### src/rtl/arb_pkg.sv
// arb_pkg -- shared types and constants for the 4-way round-robin arbiter.
//   arb_state_e : arbiter FSM state encoding (IDLE, GRANT)
//   NUM_REQ     : number of requesters (4)
//   ID_W        : width of a requester index (2)
//   rr_pick()   : round-robin winner search starting at a pointer
package arb_pkg;

  localparam int NUM_REQ = 4;
  localparam int ID_W    = 2;

  typedef enum logic {
    IDLE  = 1'b0,
    GRANT = 1'b1
  } arb_state_e;

  // First requester at or above ptr, wrapping 3 -> 0. Returns ptr when no
  // request is set; callers only use the result when req is non-zero.
  function automatic logic [ID_W-1:0] rr_pick(input logic [NUM_REQ-1:0] req,
                                               input logic [ID_W-1:0]    ptr);
    logic [ID_W-1:0] idx;
    rr_pick = ptr;
    // Walk from farthest to nearest so the nearest hit is written last.
    for (int k = NUM_REQ - 1; k >= 0; k--) begin
      idx = ptr + ID_W'(k);
      if (req[idx]) rr_pick = idx;
    end
  endfunction

endpackage

### src/rtl/arb_gnt_dec.sv
// arb_gnt_dec -- binary to one-hot grant decode (combinational).
//   id_i     : 2-bit requester index
//   onehot_o : 4-bit one-hot vector, bit id_i set
module arb_gnt_dec
  import arb_pkg::*;
(
  input  logic [ID_W-1:0]    id_i,
  output logic [NUM_REQ-1:0] onehot_o
);

  always_comb begin
    onehot_o       = '0;
    onehot_o[id_i] = 1'b1;
  end

endmodule

### src/rtl/rr_arb4.sv
// rr_arb4 -- 4-requester round-robin arbiter with a mandatory idle bubble
// between grants.
//   clk       : clock, rising edge
//   rst_n     : asynchronous active-low reset
//   req       : request lines, bit i = requester i
//   done      : owner releases the resource
//   gnt       : one-hot grant, or zero
//   gnt_id    : index of current / last owner (held in IDLE)
//   gnt_valid : high when gnt is non-zero
//   timeout   : one-cycle forced-release pulse (ARB_TIMEOUT_EN only)
// Optional feature macro: ARB_TIMEOUT_EN enables the grant-length limit set
// by TIMEOUT_CYCLES (2..255).
//
// state | meaning
// IDLE  | no grant held; arbitrate any pending requests
// GRANT | grant held by gnt_id until done, owner req drop, or timeout
module rr_arb4
  import arb_pkg::*;
#(
  parameter int TIMEOUT_CYCLES = 16
) (
  input  logic               clk,
  input  logic               rst_n,
  input  logic [NUM_REQ-1:0] req,
  input  logic               done,
  output logic [NUM_REQ-1:0] gnt,
  output logic [ID_W-1:0]    gnt_id,
  output logic               gnt_valid
`ifdef ARB_TIMEOUT_EN
  ,
  output logic               timeout
`endif
);

  if (TIMEOUT_CYCLES < 2 || TIMEOUT_CYCLES > 255) begin : g_param_chk
    $error("rr_arb4: TIMEOUT_CYCLES must be in 2..255");
  end

  arb_state_e        state_q, state_d;
  logic [ID_W-1:0]   ptr_q, ptr_d;
  logic [ID_W-1:0]   gnt_id_q, gnt_id_d;
  logic [ID_W-1:0]   winner;
  logic              rls;
  logic              tmo_w;
  logic [NUM_REQ-1:0] dec_w;

`ifdef ARB_TIMEOUT_EN
  logic [7:0] cnt_q, cnt_d;

  assign tmo_w   = (state_q == GRANT) && (cnt_q == 8'(TIMEOUT_CYCLES - 1));
  assign timeout = tmo_w;
`else
  assign tmo_w = 1'b0;
`endif

  assign winner = rr_pick(req, ptr_q);

  always_ff @(posedge clk or negedge rst_n) begin
    if (!rst_n) begin
      state_q  <= IDLE;
      ptr_q    <= '0;
      gnt_id_q <= '0;
`ifdef ARB_TIMEOUT_EN
      cnt_q    <= '0;
`endif
    end else begin
      state_q  <= state_d;
      ptr_q    <= ptr_d;
      gnt_id_q <= gnt_id_d;
`ifdef ARB_TIMEOUT_EN
      cnt_q    <= cnt_d;
`endif
    end
  end

  always_comb begin
    state_d  = state_q;
    ptr_d    = ptr_q;
    gnt_id_d = gnt_id_q;
    rls      = 1'b0;
`ifdef ARB_TIMEOUT_EN
    cnt_d    = cnt_q;
`endif
    case (state_q)
      IDLE: begin
        if (|req) begin
          state_d  = GRANT;
          gnt_id_d = winner;
          ptr_d    = winner + 1'b1;
`ifdef ARB_TIMEOUT_EN
          cnt_d    = '0;
`endif
        end
      end
      GRANT: begin
        // Any combination of release causes collapses into one return to IDLE.
        rls = done | ~req[gnt_id_q] | tmo_w;
        if (rls) state_d = IDLE;
`ifdef ARB_TIMEOUT_EN
        cnt_d = cnt_q + 8'd1;
`endif
      end
      default: state_d = IDLE;
    endcase
  end

  arb_gnt_dec u_gnt_dec (
    .id_i     (gnt_id_q),
    .onehot_o (dec_w)
  );

  // Decoded from registered state so reset removes the grant without a clock.
  assign gnt_valid = (state_q == GRANT);
  assign gnt       = gnt_valid ? dec_w : '0;
  assign gnt_id    = gnt_id_q;

endmodule

### config.mk
export PLATFORM = sky130hd
export DESIGN_NAME = rr_arb4
export DESIGN_NICKNAME = d
export VERILOG_FILES = /design/src/rtl/arb_pkg.sv /design/src/rtl/arb_gnt_dec.sv /design/src/rtl/rr_arb4.sv
export SDC_FILE = /design/constraint.sdc
export NUM_CORES = 1
export LEC_CHECK = 0
export BUFFER_PORTS_ARGS = -buffer_cell sky130_fd_sc_hd__buf_2
export CAP_MARGIN = 20
export CORE_AREA = 2 2 39 41
export DETAILED_ROUTE_END_ITERATION = 8
export DIE_AREA = 0 0 41 43
export HOLD_SLACK_MARGIN = 0.1
export PLACE_DENSITY = 0.47
export SETUP_SLACK_MARGIN = 0.2
export SLEW_MARGIN = 10
export SYNTH_ARGS = -nofsm -noshare
export SYNTH_HDL_FRONTEND = slang
export SYNTH_SLANG_ARGS = --single-unit
### constraint.sdc
create_clock -name clk -period 3.6 [get_ports clk]
set_input_delay 0.18 -clock clk [delete_from_list [all_inputs] [get_ports clk]]
set_output_delay 0.18 -clock clk [all_outputs]
set_load 0.1 [all_outputs]
# Word-level counts from Yosys, hierarchy flattened
# Index checks and enable logic that the tools add are counted.
dict set report classes {
  n_addsub 4
  mul 0
  div_mod_pow 0
  n_lt_le_gt_ge 6
  eq_ne 0
  shifts 0
  mux 20
  bitwise 3
  reduce_logical 3
}
# operator n
set ops {}
lappend ops {{$lt 2x3->1 const B} 5}
lappend ops {{$bmux 1 s2} 5}
lappend ops {{$mux 1} 8}
lappend ops {{$mux 2} 4}
lappend ops {{$add 2x1->2 const B} 2}
lappend ops {{$add 2x2->2 const B} 2}
lappend ops {{$mux 4} 1}
lappend ops {{$reduce_or 4->1} 1}
lappend ops {{$demux 1 s2} 1}
lappend ops {{$ge 2x1->1 const B} 1}
lappend ops {{$not 1->1} 2}
lappend ops {{$pmux 1 s2} 1}
lappend ops {{$reduce_and 2->1} 1}
lappend ops {{$logic_and 1x1->1} 1}
lappend ops {{$or 1x1->1} 1}
dict set report word_totals {
  ff_bits 5
  latch_bits 0
  ramBits 0
  rom_bits 0
  in_bits 7
  out_inout_bits 7
  wordCells 39
  mem_count 0
}

# Depth between registers and ports, before layout
dict set report logic_depth {
  ltp_word 8
  depth_mapped 5
  mapped_depth_nobuf 5
}

# Cells and area by module
# Synthesis repeated with hierarchy kept, for this count alone.
dict set report hier_totals {
  cells_unflattened 40
  area_unflattened_um2 370.4
}
# module n_inst cells_each area_each_um2 seq_area_each_um2
set modules_own_cells {}
lappend modules_own_cells {rr_arb4 1 36 344.1 125.1}
lappend modules_own_cells {arb_gnt_dec 1 4 26.3 0.0}

# Least setup slack after synthesis
# OpenSTA, ideal clock, no wires.
dict set report synth_timing {
  path_type {register -> output}
  startpoint {reg gnt_id_q[0] (netlist: gnt_id[0])}
  endpoint {out gnt[1]}
  arrival_ns 3.335
  t_required_ns 3.420
  setup_slack_ns 0.085
  stages_incl_launch_ff 3
  path_buffers 0
  cell_sequence {dfrtp_1 > inv_1 > nor3b_1}
}
dict set report synth_between {
  elab_chain_cells 5
  word_cells_on_any_way 6
  classes_between {order compare: 2; mux: 3; reduce/logical: 1}
}
# item line
set synth_lines {}
lappend synth_lines {{start: declaration} rr_arb4.sv:41} ;# logic [ID_W-1:0] gnt_id_q, gnt_id_d;
lappend synth_lines {{start signal: assignment} rr_arb4.sv:69} ;# gnt_id_q <= gnt_id_d;
lappend synth_lines {{$lt 2x3->1 (not written as such) / $ge 2x1->1 (equally long branches)} arb_gnt_dec.sv:13} ;# onehot_o[id_i] = 1'b1;
lappend synth_lines {{$logic_and 1x1->1 (not written as such)} arb_gnt_dec.sv:13}
lappend synth_lines {{$mux 1 (not written as such)} arb_gnt_dec.sv:13}
lappend synth_lines {{$demux 1 s2 (*)} -}
lappend synth_lines {{$mux 4 (*)} rr_arb4.sv:114} ;# assign gnt = gnt_valid ? dec_w : '0;
lappend synth_lines {{end: declaration} rr_arb4.sv:26} ;# output logic [NUM_REQ-1:0] gnt,
# Every way passes the cells marked *; elsewhere a longest branch is shown, timed or not.

# Worst setup path in the final report
dict set report layout_timing {
  startpoint {reg gnt_id_q[0] (netlist: gnt_id[0])}
  endpoint {out gnt[2]}
}
# Same word-level chain as after synthesis.

==> results.tsv <==
metric	value	unit
die_h	43	um
die_w	41	um
dp_hpwl	640	um
synth_cell_types	21	
skew	0.00447	ns
area_growth	39.3	%
dpl_cell_area	429	um2
ys_seq_area_frac	0.375	
period_share	0.429	
hold_viol	0	
ioPinCount	14	
cts_resized	0	
port_buffers	13	
final_common_cell	buf_2	
timing.slew.headroom	0.681	
critPathRequiredTime	3.42	ns
post_cts_buffers	0	
worstPathArrival	1.37	ns
drive_gt1_frac	0.364	
drc	0	
path_cells	inv_1 > and3_1 > buf_2	
final_area	465	um2
synth_fp_nets	44	
vias	344	
slew_viol_final	0	
finalSetupViolCount	0	
final_cell_mix	13 x buf_2, 5 x inv_1, 5 x dfrtp_1	
cts_buffers	3	
cpPeakStageDelay	0.42	ns
root_buffer	clkbuf_4	
num-nets-final	63	
clk_pin_slew	0.05	ns
globalplace.congestion	0.758	
max_freq	0.647	GHz
rsz0062_at_grt	false	
layout_min_cycle_time	1.55	ns
core	0.00138	mm2
status	complete, no violations	
grt.overflow.total	0	
numClockSinks	5	
rows	14	
first_iter_violations	9	
cap_violations	0	
synth_cells	37	
clk_latency	0.25	ns
critPathMaxFanout	5	
start_kind	register	
path_buf_inv	2	
initial_core_util	0.241	
synth_seq_cells	5	
dr.pass1.iters	4	
vias_per_cell	4.85	
setup_tns	0	ns
syn_avg_cell_area	9.03	um2
die_area	0.00176	mm2
cts_tree	built	
fin_ws	2.05	ns
cts_htree_levels	1	
min_path_type	primary input to register	
grt_pass1_vias	324	
critPathCaptureType	output pin	
grt_util_all_layers	0.123	
worstSetupPathType	register to output pin	
worst_pin_slew	0.477	ns
slowest_stage	dfrtp_1	
wire_per_inst	11.7	um
dp_slack	2.13	ns
ys_warn_count	0	
synth_area	334	um2
clk_path_buf_depth	2	
final_core_util	0.336	
drt-total-wl	831	um
grt_max_degree	9	
diodes	0	
crit_family	buffers and inverters	
drtAntennaViolNets	0	
grt_pass1_wl	1400	um
antenna_found_initial	0	
-- worst register-to-register path, cell delays in order, from the launching register on --
cell      delay [ns]
dfrtp_1         0.44
o22ai_1         0.10
a222oi_1        0.44
xnor2_1         0.13
mux2_2          0.27
-- metrics by stage --
stage / cells / hold slack, ns
6_report: 71 / 0.228
5_1_grt: 71 / 0.243
4_1_cts: 71 / 0.225
3_5_place_dp: 66 / 0.00340
3_3_place_gp: 66 / 0.00118
2_1_floorplan: 37 / -0.116
-- layer usage --
metal  track usage  part of all wire  vias up
met2         0.181              0.50       12
met5             0                 0        -
met1         0.140              0.43      157
li1              -                 -      173
met4         0.120             0.025        0
met3        0.0157             0.042        2
-- final timing paths --
check                           from   endpoint  slack, ns  cells after the start
min                             done  gnt_valid       0.23                      3
max in group asynchronous      rst_n   ptr_q[1]       3.19                      2
min in group asynchronous      rst_n  gnt_valid       0.27                      2
max                        gnt_id[0]     gnt[2]       2.05                      3
min reg2reg                gnt_valid  gnt_valid       0.60                      1
max reg2reg                 ptr_q[1]   ptr_q[1]       2.11                      4
-- registers in the layout, indices dropped and copies added, names as in the netlist --
name       count
gnt_id         2
gnt_valid      1
ptr_q          2
-- cell usage after synthesis (all sizes together) --
cell type	count	area (um2)
nor2b	1	6.26
nor3	1	5.00
nand2	1	3.75
a222oi	1	10.0
o21a	1	7.51
a21oi	2	10.0
xnor2	1	8.76
and3	2	12.5
nor4	1	6.26
dfrtp	5	125
a31o	1	8.76
o22ai	3	18.8
o21ai	2	10.0
inv	6	22.5
o31a	1	8.76
nor3b	2	15.0
mux4	1	26.3
mux2	1	11.3
nand2b	1	6.26
nor2	3	11.3
-- area by class of cell --
type / count / area (um2)
flip-flops and latches: 5 / 125
well taps: 16 / 20.0
multi-input cells: 26 / 196
inverters: 6 / 22.5
repair buffers: 14 / 75.1
fillers: 143 / 918
clock buffers: 4 / 26.3
-- cells by family after synthesis --
family                    after synthesis  synth area share
buffers and inverters                   6            0.0674
xor gates and xnor gates                1            0.0262
DFF                                     5             0.375
and+or+nand+nor                        12             0.198
AOI/OAI and AO/OA                      11             0.221
muxes                                   2             0.112
-- what timing repair did --
item	CTS	global route
hold buffers	1	0
setup endpoints to repair	0	0
hold endpoints to repair	5	0
Power is left out: the tool's default activity adds up to more than one toggle a clock period on the data nets, which glitch-free logic cannot reach.
